==> src/rtl/down_counter_timer_pkg.sv <==
// Shared types and constants for the loadable down-counter/timer.
package timer_pkg;

  localparam int unsigned TIMER_WIDTH = 8;

  typedef enum logic {
    IDLE = 1'b0,
    RUN  = 1'b1
  } timer_state_e;

  // Prescale counter width: $clog2(PRESCALE), never narrower than one bit.
  function automatic int unsigned prescale_width(input int unsigned prescale);
    return (prescale > 1) ? $clog2(prescale) : 1;
  endfunction

endpackage

==> src/rtl/down_counter_timer_prescaler.sv <==
// Tick generator: one-cycle tick_o on every PRESCALE-th enabled cycle.
module timer_prescaler
  import timer_pkg::*;
#(
  parameter int unsigned PRESCALE = 1
) (
  input  logic clk_i,
  input  logic rst_i,
  input  logic clear_i,
  input  logic en_i,
  output logic tick_o
);

  localparam int unsigned PW = prescale_width(PRESCALE);
  localparam logic [PW-1:0] LAST = PW'(PRESCALE - 1);

  logic [PW-1:0] pre_q;
  logic [PW-1:0] pre_d;

  // Tick is asserted during the cycle whose closing edge performs the decrement.
  assign tick_o = en_i && (pre_q == LAST);

  always_comb begin
    pre_d = pre_q;
    if (clear_i) begin
      pre_d = '0;
    end else if (en_i) begin
      pre_d = (pre_q == LAST) ? '0 : pre_q + PW'(1);
    end
  end

  always_ff @(posedge clk_i) begin
    if (rst_i) begin
      pre_q <= '0;
    end else begin
      pre_q <= pre_d;
    end
  end

endmodule

==> src/rtl/down_counter_timer.sv <==
// Loadable down-counter/timer with prescaled ticks and a one-cycle done pulse.
// Define DOWN_COUNTER_TIMER_AUTO_RELOAD_EN for periodic reload from the last loaded value.
module down_counter_timer
  import timer_pkg::*;
#(
  parameter int unsigned WIDTH    = TIMER_WIDTH,
  parameter int unsigned PRESCALE = 1
) (
  input  logic             clk_i,
  input  logic             rst_i,
  input  logic             load_i,
  input  logic [WIDTH-1:0] load_value_i,
  input  logic             start_i,
  input  logic             stop_i,
  output logic [WIDTH-1:0] counter_o,
  output logic             busy_o,
  output logic             done_o
);

  timer_state_e     state_q;
  timer_state_e     state_d;
  logic [WIDTH-1:0] count_q;
  logic [WIDTH-1:0] count_d;
  logic             done_q;
  logic             done_d;
`ifdef DOWN_COUNTER_TIMER_AUTO_RELOAD_EN
  logic [WIDTH-1:0] reload_q;
  logic [WIDTH-1:0] reload_d;
`endif

  logic             tick_c;
  logic             pre_clear_c;
  logic [WIDTH-1:0] eff_count_c;

  // Prescaler restarts from zero whenever counting (re)begins or is interrupted.
  assign pre_clear_c = (state_q != RUN) || stop_i || load_i;

  timer_prescaler #(
    .PRESCALE (PRESCALE)
  ) u_prescaler (
    .clk_i   (clk_i),
    .rst_i   (rst_i),
    .clear_i (pre_clear_c),
    .en_i    (state_q == RUN),
    .tick_o  (tick_c)
  );

  assign eff_count_c = load_i ? load_value_i : count_q;

  always_comb begin
    state_d = state_q;
    count_d = count_q;
    done_d  = 1'b0;
`ifdef DOWN_COUNTER_TIMER_AUTO_RELOAD_EN
    reload_d = reload_q;
`endif
    case (state_q)
      IDLE: begin
        if (!stop_i) begin
          if (load_i) begin
            count_d = load_value_i;
`ifdef DOWN_COUNTER_TIMER_AUTO_RELOAD_EN
            reload_d = load_value_i;
`endif
          end
          // A zero-valued start completes immediately without entering RUN.
          if (start_i) begin
            if (eff_count_c != '0) begin
              state_d = RUN;
            end else begin
              done_d = 1'b1;
            end
          end
        end
      end
      RUN: begin
        if (stop_i) begin
          state_d = IDLE;
        end else if (load_i) begin
          count_d = load_value_i;
`ifdef DOWN_COUNTER_TIMER_AUTO_RELOAD_EN
          reload_d = load_value_i;
`endif
          if (load_value_i == '0) begin
            state_d = IDLE;
            done_d  = 1'b1;
          end
        end else if (tick_c) begin
          // Saturate at zero; the count never wraps to all-ones.
          if (count_q <= WIDTH'(1)) begin
            done_d = 1'b1;
`ifdef DOWN_COUNTER_TIMER_AUTO_RELOAD_EN
            if (reload_q != '0) begin
              count_d = reload_q;
            end else begin
              count_d = '0;
              state_d = IDLE;
            end
`else
            count_d = '0;
            state_d = IDLE;
`endif
          end else begin
            count_d = count_q - WIDTH'(1);
          end
        end
      end
      default: begin
        state_d = IDLE;
      end
    endcase
  end

  always_ff @(posedge clk_i) begin
    if (rst_i) begin
      state_q  <= IDLE;
      count_q  <= '0;
      done_q   <= 1'b0;
`ifdef DOWN_COUNTER_TIMER_AUTO_RELOAD_EN
      reload_q <= '0;
`endif
    end else begin
      state_q  <= state_d;
      count_q  <= count_d;
      done_q   <= done_d;
`ifdef DOWN_COUNTER_TIMER_AUTO_RELOAD_EN
      reload_q <= reload_d;
`endif
    end
  end

  assign counter_o = count_q;
  assign busy_o    = (state_q == RUN);
  assign done_o    = done_q;

endmodule
==> config.mk <==
export PLATFORM = sky130hd
export DESIGN_NAME = down_counter_timer
export DESIGN_NICKNAME = d
export VERILOG_FILES = /design/src/rtl/down_counter_timer_pkg.sv /design/src/rtl/down_counter_timer_prescaler.sv /design/src/rtl/down_counter_timer.sv
export SDC_FILE = /design/constraint.sdc
export NUM_CORES = 1
export LEC_CHECK = 0
export BUFFER_PORTS_ARGS = -buffer_cell sky130_fd_sc_hd__buf_2
export CAP_MARGIN = 30
export CORE_ASPECT_RATIO = 1.5
export CORE_MARGIN = 1.5
export CORE_UTILIZATION = 30
export CTS_CLUSTER_SIZE = 14
export DETAILED_ROUTE_END_ITERATION = 7
export PLACE_DENSITY = 0.58
export SLEW_MARGIN = 5
export SYNTH_ARGS = -nofsm -noshare
export SYNTH_HDL_FRONTEND = slang
export SYNTH_SLANG_ARGS = --single-unit
==> constraint.sdc <==
create_clock -name clk_i -period 2.1 [get_ports clk_i]
set_input_delay 0.21 -clock clk_i [delete_from_list [all_inputs] [get_ports clk_i]]
set_output_delay 0.21 -clock clk_i [all_outputs]
set_load 0.1 [all_outputs]
## Yosys cells after proc, flatten, opt, wreduce, memory -nomap -nowiden

Index checks and enable logic that the tools add are counted.

| word-level totals | value |
|---|---|
| register bits | 11 |
| logic and storage cells | 45 |

| operators by class | value |
|---|---|
| magnitude comparators | 1 |
| mux-type cells | 26 |
| reductions and logical operators | 7 |
| equal/unequal tests | 3 |
| bitwise gates (word level) | 2 |
| $add $sub $neg | 2 |

Operator list:

| operator | count |
|---|---|
| 8-bit 2-to-1 mux | 6 |
| 1-bit 2-to-1 mux | 17 |
| 8-bit one-hot mux with 2 select lines | 1 |
| 8-bit by 1-bit <= comparator with 1-bit output (second input constant) | 1 |
| 8-bit zero test | 1 |
| 8-bit nonzero test | 1 |
| 8-bit by 1-bit subtractor with 8-bit output (second input constant) | 1 |
| 2-bit inequality test (second input constant) | 2 |
| 1-bit one-hot mux with 2 select lines | 2 |
| 3-bit by 2-bit inequality test with 1-bit output (second input constant) | 1 |
| 3-bit AND reduction | 1 |
| 1-bit logical OR | 2 |
| 1-bit NOT | 2 |
| 2-bit OR reduction | 1 |
| 1-bit adder (second input constant) | 1 |
| 1-bit logical AND | 1 |

## Depth between registers and ports, before layout

Gate-level depths: netlist of run 1.

| logic depth | value |
|---|---|
| depth in word-level cells | 6 |
| depth in mapped cells | 6 |
| gate-level depth less buffers | 6 |

## By module

A second synthesis of run 1 with hierarchy kept.

| unflattened totals | value |
|---|---|
| cells, all modules | 105 |
| area total of the unflattened synthesis | 799.5 um^2 |

Modules (own cells, without submodules):

| module | cells an instance | sequential area each (um^2) | area each (um^2) | times used |
|---|---|---|---|---|
| down_counter_timer | 104 | 200.2 | 792.0 | 1 |
| timer_prescaler | 1 | 0.0 | 7.5 | 1 |

## Worst setup path before layout of run 1

Ideal clock, no wire load.

| timing path | value |
|---|---|
| path type | register to register |
| start | register count_q[1], in the netlist counter_o[1] |
| end | register count_q[5], in the netlist counter_o[5] |
| clock period less this slack | 2.709 ns |
| path buffers | 0 |
| library setup time | 0.075 ns |
| data arrival time | 2.634 ns |
| path slack | -0.609 ns |
| stages on the path, launching flop included | 7 |
| cell sequence | dfxtp_1 -> inv_1 -> ha_1 -> or2_4 -> a311o_1 -> or4_1 -> a31oi_1 |

| between the ends | value |
|---|---|
| cells in the longest elaborated chain, start to end | 6 |

RTL lines:

| element | RTL line | RTL |
|---|---|---|
| from (decl) | down_counter_timer.sv:22 | `logic [WIDTH-1:0] count_q;` |
| from (signal assigned) | down_counter_timer.sv:124 | `count_q <= count_d;` |
| 8-bit by 1-bit subtractor with 8-bit output / 8-bit by 1-bit <= comparator with 1-bit output (equally long branches) | down_counter_timer.sv:104, down_counter_timer.sv:90 |  |
| 8-bit 2-to-1 mux (*) | down_counter_timer.sv:90 | `if (count_q <= WIDTH'(1)) begin` |
| 8-bit 2-to-1 mux (*) | down_counter_timer.sv:88 | `end else if (tick_c) begin` |
| 8-bit 2-to-1 mux (*) | down_counter_timer.sv:79 | `end else if (load_i) begin` |
| 8-bit 2-to-1 mux (*) | down_counter_timer.sv:77 | `if (stop_i) begin` |
| 8-bit one-hot mux with 2 select lines (*) | down_counter_timer.sv:57 | `case (state_q)` |

Every way passes the cells marked *; elsewhere a longest branch is shown, timed or not. The select of a mux whose other input is x is not followed.
A chain may end at the register's enable or synchronous reset.

## Worst setup path after layout of run 1

| timing path | value |
|---|---|
| start | register count_q[0], in the netlist counter_o[0] |
| end | register count_q[5], in the netlist counter_o[5] |

Same word-level chain as after synthesis.

==> results.toml, run 1 <==
[status]
status = "completed"

[setup_path]
cp.arrival_ns = 2.15
slowest_delay_ns = 0.47
start_kind = "flop"
path_class = "reg -> reg"
critPathTopFamily = "simple AND/OR/NAND/NOR gates"
end_kind = "flop"
timing.rr.start = "counter_o[0]$_SDFFE_PP0P_"
crit_chain = "inv_1 -> ha_2 -> or2_4 -> a311o_1 -> or4_1 -> a31oi_1"
cp_num_buf_inv = 1
rrSetupSlack_ns = 0.15
reg2reg_depth = 6
critical_path.max_fanout = 7
crit_cells = 6
endpoint = "counter_o[5]$_SDFFE_PP0P_"
required_ns = 2.31
slowest_stage = "or4_1"
crit_start = "counter_o[0]$_SDFFE_PP0P_"
rr_endpoint = "counter_o[5]$_SDFFE_PP0P_"

[placed_design]
dp_cells = 139
place_congestion = 0.8764
dpl.hpwl_um = 1580
portBuffers = 22

[logic_synthesis]
async_reset_ff_share_pct = 0
synth_warnings = 0
synth-edff-count = 0
synth.top_cell.area_share_pct = 26.67
avgSynthCellArea_um2 = 7.583
postSynthNetCount = 114
synth_common_cells = "a21oi_1, dfxtp_1, nand2_1, nor2_1, nand3_1"
syn_inst = 99
syn_area_um2 = 750.7
yosys.area.top_type = "dfxtp_1"
yosysUniqueCellTypes = 38
synth-seq-cells = 10
synth-seq-area-share_pct = 26.67
synth_ff_type = "dfxtp_1"
yosys-top-cells-area = "dfxtp_1, a21oi_1, a31oi_1, nand3_1, nand2_1"
yosys.cell_count.top_type = "a21oi_1"

[layout]
final_layout_size_suffix_gt1_share_pct = 37.82
multi_input_area_um2 = 503.0
seq_area_um2 = 216.5
num_antenna_cells = 0
nFillCells = 273
nets = 135
finalNonFillerCells = 143
area_growth_syn_to_layout_pct = 21.83

[route]
avgViaCountPerCell = 6.000
dr_total_vias = 858
drtIter0Drc = 52
wl_per_cell_um = 15.17
postRouteAntennaNets = 0
drc = 0
drt_pass1_iterations = 5
wl_um = 2169

[clocking]
insertion_delay_ns = 0.28
clock-root-buffer = "clkbuf_4"
clock-sinks = 10
ctsResizeCount = 0
post_cts_buffers = 0
clkTransAtPathRegs_ns = 0.08
htree_levels = 1
cts_hold_buffers = 0
numCtsBuffers = 3
cts_max_path_buffers = 2
cts_tree = "built"

[global_route]
grt_pass1_vias = 826
overflow = 0
track_usage_pct = 17.19
antenna_found_initial = 0
grt_max_degree = 23
grt_first_pass_wirelength_um = 3629

[floorplanning]
dieArea_um2 = 2818
design.core.area_um2 = 2422
pin_count = 23
start_util_pct = 30.99
dieWidth_um = 43.85
placementRows = 22
dieHeight_um = 64.27

[pwr]
power_w = 0.0006309
power_density_nw_per_um2 = 689.8
p_leak_nw = 0.3674
vdd_drop_max_mv = 0.2214

[sta]
skew_ns = 0.004827
finalSetupViolations = 0
period_needed_ns = 1.949
fin_crit_sh_pct = 92.82
hold_ws_ns = 0.2137
final_max_slew_viol_count = 0
slew_headroom_pct = 65.64
timing.fmax_ghz = 0.5130
worstMarginPinSlew_ns = 0.5126
rsz0062_at_grt = "false"
tns_ns = 0
hold_viol = 0

[min_path]
hold_path.class = "in -> reg"
hold_start = "start_i"

[run]
max_cap_viol_count = 0
[cell families after synthesis]
group	Yosys count	share of synthesized area (%)
flops	10	26.67
fa+ha+maj	2	3.333
simple gates	40	30.50
compound gates	35	31.33
mux	1	1.500
buf+inv	11	6.667
[area by class of cell]
| class | instances | area share (%) |
|---|---|---|
| sequential | 10 | 23.67 |
| multi-input combinational | 78 | 54.99 |
| clock buffer | 4 | 3.967 |
| tap | 24 | 3.283 |
| timing repair buffer | 22 | 12.04 |
| inverter | 5 | 2.052 |
[report_power, final]
part           internal (W)  switching, W  leakage, nW
clock              0.000106     0.0000814       0.0210
sequential         0.000202     0.0000205       0.0861
combinational     0.0000619      0.000160        0.260
[worst min path at each step]
stage / endpoint / slack (ns) / cells past startpoint
5_1_grt: busy_o$_SDFF_PP0_ / 0.24 / 3
3_5_place_dp: counter_o[4]$_SDFFE_PP0P_ / 0.51 / 2
3_3_place_gp: counter_o[3]$_SDFFE_PP0P_ / 0.49 / 3
2_1_floorplan: counter_o[3]$_SDFFE_PP0P_ / 0.38 / 2
6_report: busy_o$_SDFF_PP0_ / 0.21 / 3
4_1_cts: busy_o$_SDFF_PP0_ / 0.21 / 3
[placed cells by master, fill, tap and decap left out, types with 2 or more instances in the layout]
cell type  instances
buf_2             22
inv_1              4
o21ai_0            4
nor3_1             2
a222oi_1           2
dfxtp_4            2
nor2_1             7
dfxtp_2            7
a31oi_1            5
nand3_1            6
o31ai_1            2
nor3_2             2
a21oi_1           11
or3b_2             3
nand2_1            7
nor2b_1            3
o21a_1             2
nor4_1             2
clkbuf_4           3
nor3b_1            2
[stage by stage]
stage	util, %	cell area [µm²]	worst slack [ns]
floorplan	-	769.5	0.008212
global placement	36.26	878.3	0.2202
detailed placement	36.26	878.3	0.1838
CTS	37.76	914.6	0.1613
global route	37.76	914.6	0.06033
finish	37.76	914.6	0.1508
[layer usage]
| layer | vias to the layer above | global-route usage (%) | part of all wire, % |
|---|---|---|---|
| met5 | - | 0 | 0 |
| met4 | 0 | 14.77 | 5.9 |
| met3 | 11 | 3.390 | 3.1 |
| met2 | 22 | 27.57 | 50 |
| met1 | 406 | 18.29 | 40 |
| li1 | 419 | - | - |
[registers in the layout, summed over array words and instances (netlist names)]
register and cells:
counter_o 8, busy_o 1, done_o 1
[worst min-delay path, delay by kind of cell]
family	cells	cell delay, ns
buffers and inverters	1	0.10
and+or+nand+nor	1	0.07
AOI/OAI and AO/OA	1	0.07
Note: power is estimated with default switching activity, not from simulation.
==> run 2, diff against run 1 <==
--- a/config.mk
+++ b/config.mk
@@ -12,7 +12,8 @@
 export CORE_UTILIZATION = 30
 export CTS_CLUSTER_SIZE = 14
 export DETAILED_ROUTE_END_ITERATION = 7
-export PLACE_DENSITY = 0.58
+export GPL_TIMING_DRIVEN = 0
+export PLACE_DENSITY_LB_ADDON = 0.25
 export SLEW_MARGIN = 5
 export SYNTH_ARGS = -nofsm -noshare
 export SYNTH_HDL_FRONTEND = slang
==> results.toml, run 2 (synthesized netlist as in run 1, its figures left out) <==
[status]
status = "completed"

[clocking]
cts_tree = "built"
htree_levels = 1
ctsResizeCount = 0
clock-root-buffer = "clkbuf_4"
numCtsBuffers = 3
insertion_delay_ns = 0.28
clock-sinks = 10
clkTransAtPathRegs_ns = 0.07
post_cts_buffers = 0
cts_hold_buffers = 0
cts_max_path_buffers = 2

[placed_design]
dpl.hpwl_um = 1676
place_congestion = 0.8141
portBuffers = 21

[sta]
tns_ns = 0
fin_crit_sh_pct = 94.31
rsz0062_at_grt = "false"
period_needed_ns = 1.981
worstMarginPinSlew_ns = 0.5168
skew_ns = 0.0006664
final_max_slew_viol_count = 0
hold_viol = 0
finalSetupViolations = 0
timing.fmax_ghz = 0.5049
slew_headroom_pct = 65.36

[setup_path]
slowest_stage = "or4_1"
crit_cells = 6
timing.rr.start = "counter_o[0]$_SDFFE_PP0P_"
critPathTopFamily = "simple AND/OR/NAND/NOR gates"
crit_chain = "inv_1 -> ha_2 -> or2_4 -> a311o_1 -> or4_1 -> a31oi_1"
reg2reg_depth = 6
crit_start = "counter_o[0]$_SDFFE_PP0P_"
cp.arrival_ns = 2.18
cp_num_buf_inv = 1
path_class = "reg -> reg"
critical_path.max_fanout = 7
end_kind = "flop"
slowest_delay_ns = 0.48
required_ns = 2.30
start_kind = "flop"

[layout]
nFillCells = 284
fin_util_pct = 38.27
final_common_cell = "buf_2"
mostFrequentLayoutCells = "buf_2, a21oi_1, nand2_1, nor2_1, dfxtp_2"
largest_reg_flops = 8
multi_input_area_um2 = 503.0
nets = 140
seq_area_um2 = 216.5
num_antenna_cells = 0
area_growth_syn_to_layout_pct = 23.50
final_layout_size_suffix_gt1_share_pct = 37.40

[global_route]
grt_max_degree = 11
grt_pass1_vias = 855
antenna_found_initial = 0
grt_first_pass_wirelength_um = 3670
track_usage_pct = 17.22
overflow = 0

[pwr]
vdd_drop_max_mv = 0.3104
p_switching_w = 0.0002606
clkPwrFrac_pct = 24.6
combPwrFrac_pct = 38.5
p_leak_nw = 0.3732
seqPwrFrac_pct = 36.9
power_density_nw_per_um2 = 641.5
swShare_pct = 43.81
power_w = 0.0005947
internal_power_w = 0.0003342

[min_path]
min_path_cells = 2
hold_start = "rst_i"
hold_path.class = "in -> reg"

[floorplanning]
dieHeight_um = 64.27
dieArea_um2 = 2818
placementRows = 22
dieWidth_um = 43.85
design.core.area_um2 = 2422
start_util_pct = 30.99
pin_count = 23

[route]
avgViaCountPerCell = 5.952
wl_um = 2245
drt_pass1_iterations = 4
dr_total_vias = 875
drtIter0Drc = 40
postRouteAntennaNets = 0
drc = 0
wl_per_cell_um = 15.27

[run]
max_cap_viol_count = 0
-- run 2: cell count changes in the layout (fill, tap and decap cells not counted), sizes merged --
cell / before / now
clkbuf: 4 / 7
buf: 22 / 23
-- run 2: final cells by class --
class | instances | area share (%)
Multi-Input combinational cell | 78 | 54.25
Sequential cell | 10 | 23.35
Timing Repair Buffer | 21 | 11.34
Buffer | 6 | 3.374
Tap cell | 24 | 3.239
Clock buffer | 3 | 2.429
Inverter | 5 | 2.024
-- run 2: final timing paths --
check,endpoint,slack (ns)
hold reg to reg,counter_o[4]$_SDFFE_PP0P_,0.51
hold / removal,counter_o[5]$_SDFFE_PP0P_,0.18
setup / recovery,counter_o[5]$_SDFFE_PP0P_,0.12
setup reg to reg,counter_o[5]$_SDFFE_PP0P_,0.12
-- run 2: power by group through the flow --
stage               Combinational, W  Clock [W]  Sequential (W)
global route                0.000246   0.000155        0.000222
finish                      0.000229   0.000146        0.000219
detailed placement          0.000228          0        0.000224
global placement            0.000227          0        0.000223
CTS                         0.000229   0.000145        0.000219
floorplan                  0.0000992          0        0.000302
-- run 2: through the flow --
stage	hold slack, ns	worst slack, ns	instances	cell area, µm²
floorplan	0.3770	0.008212	99	769.5
global placement	0.4681	0.1313	144	904.6
detailed placement	0.4651	0.1588	144	904.6
CTS	0.1805	0.1236	147	927.1
global route	0.1852	0.02345	147	927.1
finish	0.1757	0.1195	147	927.1
-- run 2: routing by layer --
layer | share of wire [%] | GRT usage (%) | vias to the layer above | routed length, µm
met5 | 0 | 0 | - | 0
met4 | 3.7 | 12.50 | 0 | 83
met3 | 5.3 | 3.672 | 9 | 119
met2 | 49 | 28.68 | 34 | 1101
met1 | 42 | 18.23 | 404 | 940
li1 | - | - | 428 | -
==> run 3, diff against run 2 <==
==> constraint.sdc (replaced) <==
create_clock -name clk_i -period 2.55 [get_ports clk_i]
set_input_delay 0.255 -clock clk_i [delete_from_list [all_inputs] [get_ports clk_i]]
set_output_delay 0.255 -clock clk_i [all_outputs]
set_load 0.1 [all_outputs]
==> results.toml, run 3 (synthesized netlist as in run 1, its figures left out) <==
[status]
status = "completed"

[layout]
nets = 140
fin_util_pct = 37.60
final_layout_size_suffix_gt1_share_pct = 30.08
area_growth_syn_to_layout_pct = 21.33
num_antenna_cells = 0
final_common_cell = "buf_2"
design_area_um2 = 910.9
mostFrequentLayoutCells = "buf_2, a21oi_1, dfxtp_1, nand2_1, nor2_1"
nFillCells = 274
largest_reg_flops = 8

[route]
dr_total_vias = 888
drtIter0Drc = 43
postRouteAntennaNets = 0
drt_pass1_iterations = 4
drc = 0
wl_per_cell_um = 15.58
avgViaCountPerCell = 6.041
wl_um = 2290

[clocking]
cts_max_path_buffers = 2
clock-root-buffer = "clkbuf_4"
cts_tree = "built"
post_cts_buffers = 0
ctsResizeCount = 0
htree_levels = 1
clkTransAtPathRegs_ns = 0.08
cts_hold_buffers = 0
clock-sinks = 10
numCtsBuffers = 3
insertion_delay_ns = 0.28

[sta]
fin_crit_sh_pct = 82.50
worstMarginPinSlew_ns = 0.5213
hold_viol = 0
slew_headroom_pct = 65.06
hold_ws_ns = 0.2182
period_needed_ns = 2.104
finalSetupViolations = 0
timing.fmax_ghz = 0.4753
rsz0062_at_grt = "false"
final_max_slew_viol_count = 0
skew_ns = 0.002155
tns_ns = 0

[floorplanning]
design.core.area_um2 = 2422
dieWidth_um = 43.85
dieHeight_um = 64.27
pin_count = 23
start_util_pct = 30.99
placementRows = 22
dieArea_um2 = 2818

[placed_design]
portBuffers = 21
dpl.hpwl_um = 1712
dpl-instance-area_um2 = 888.4
place_congestion = 0.8151

[pwr]
p_leak_nw = 0.3709
power_density_nw_per_um2 = 538.8
vdd_drop_max_mv = 0.2468

[global_route]
grt_pass1_vias = 795
grt_max_degree = 11
grt_first_pass_wirelength_um = 3663
antenna_found_initial = 0
track_usage_pct = 17.53
overflow = 0

[setup_path]
reg2reg_depth = 6
path_class = "reg -> reg"
timing.rr.start = "counter_o[0]$_SDFFE_PP0P_"
rr_endpoint = "counter_o[5]$_SDFFE_PP0P_"
rrSetupSlack_ns = 0.45
start_kind = "flop"
required_ns = 2.76
crit_start = "counter_o[0]$_SDFFE_PP0P_"
cp.arrival_ns = 2.31
critical_path.max_fanout = 7
end_kind = "flop"

[min_path]
hold_start = "rst_i"
worstHoldEndpoint = "counter_o[0]$_SDFFE_PP0P_"
hold_path.class = "in -> reg"
min_path_cells = 2

[run]
max_cap_viol_count = 0
-- run 3: layer usage --
metal  share of wire (%)  up-vias  GRT usage [%]
met1                  41      424          19.18
met3                 4.3        7          2.825
met4                 2.7        0          10.23
met5                   0        -              0
met2                  52       27          30.33
li1                    -      430              -
-- run 3: metrics by stage --
stage          total power (W)  cells  worst slack (ns)
6_report             0.0004908    147            0.4463
3_5_place_dp         0.0003705    144            0.4998
3_3_place_gp         0.0003691    144            0.4854
4_1_cts              0.0004920    147            0.4605
5_1_grt              0.0005157    147            0.3189
2_1_floorplan        0.0003289     99            0.2197
-- run 3: area by class of cell --
| cell class | count | area (µm²) | area share [%] |
|---|---|---|---|
| inverter | 5 | 18.77 | 2.060 |
| multi-input combinational | 78 | 500.5 | 54.95 |
| clock buffer | 3 | 22.52 | 2.473 |
| sequential | 10 | 202.7 | 22.25 |
| tap | 24 | 30.03 | 3.297 |
| timing repair buffer | 21 | 105.1 | 11.54 |
| buffer | 6 | 31.28 | 3.434 |
-- run 3: report_power, final --
group          internal [W]  switching, W
Clock             0.0000549     0.0000679
Combinational     0.0000533      0.000134
Sequential         0.000166     0.0000145
-- run 3: critical path, cell delays in order (launching register included) --
cell and delay (ns):
dfxtp_2 0.40, inv_1 0.08, ha_1 0.28, or2_4 0.29, a311o_1 0.36, or4_1 0.48
a31oi_1 0.14
-- run 3: worst max-delay path by stage --
| stage | depth (start not counted) | to |
|---|---|---|
| after floorplan | 6 | counter_o[5]$_SDFFE_PP0P_ |
| after global placement | 6 | counter_o[5]$_SDFFE_PP0P_ |
| after detailed placement | 6 | counter_o[5]$_SDFFE_PP0P_ |
| after CTS | 6 | counter_o[5]$_SDFFE_PP0P_ |
| after global routing | 6 | counter_o[5]$_SDFFE_PP0P_ |
| final | 6 | counter_o[5]$_SDFFE_PP0P_ |
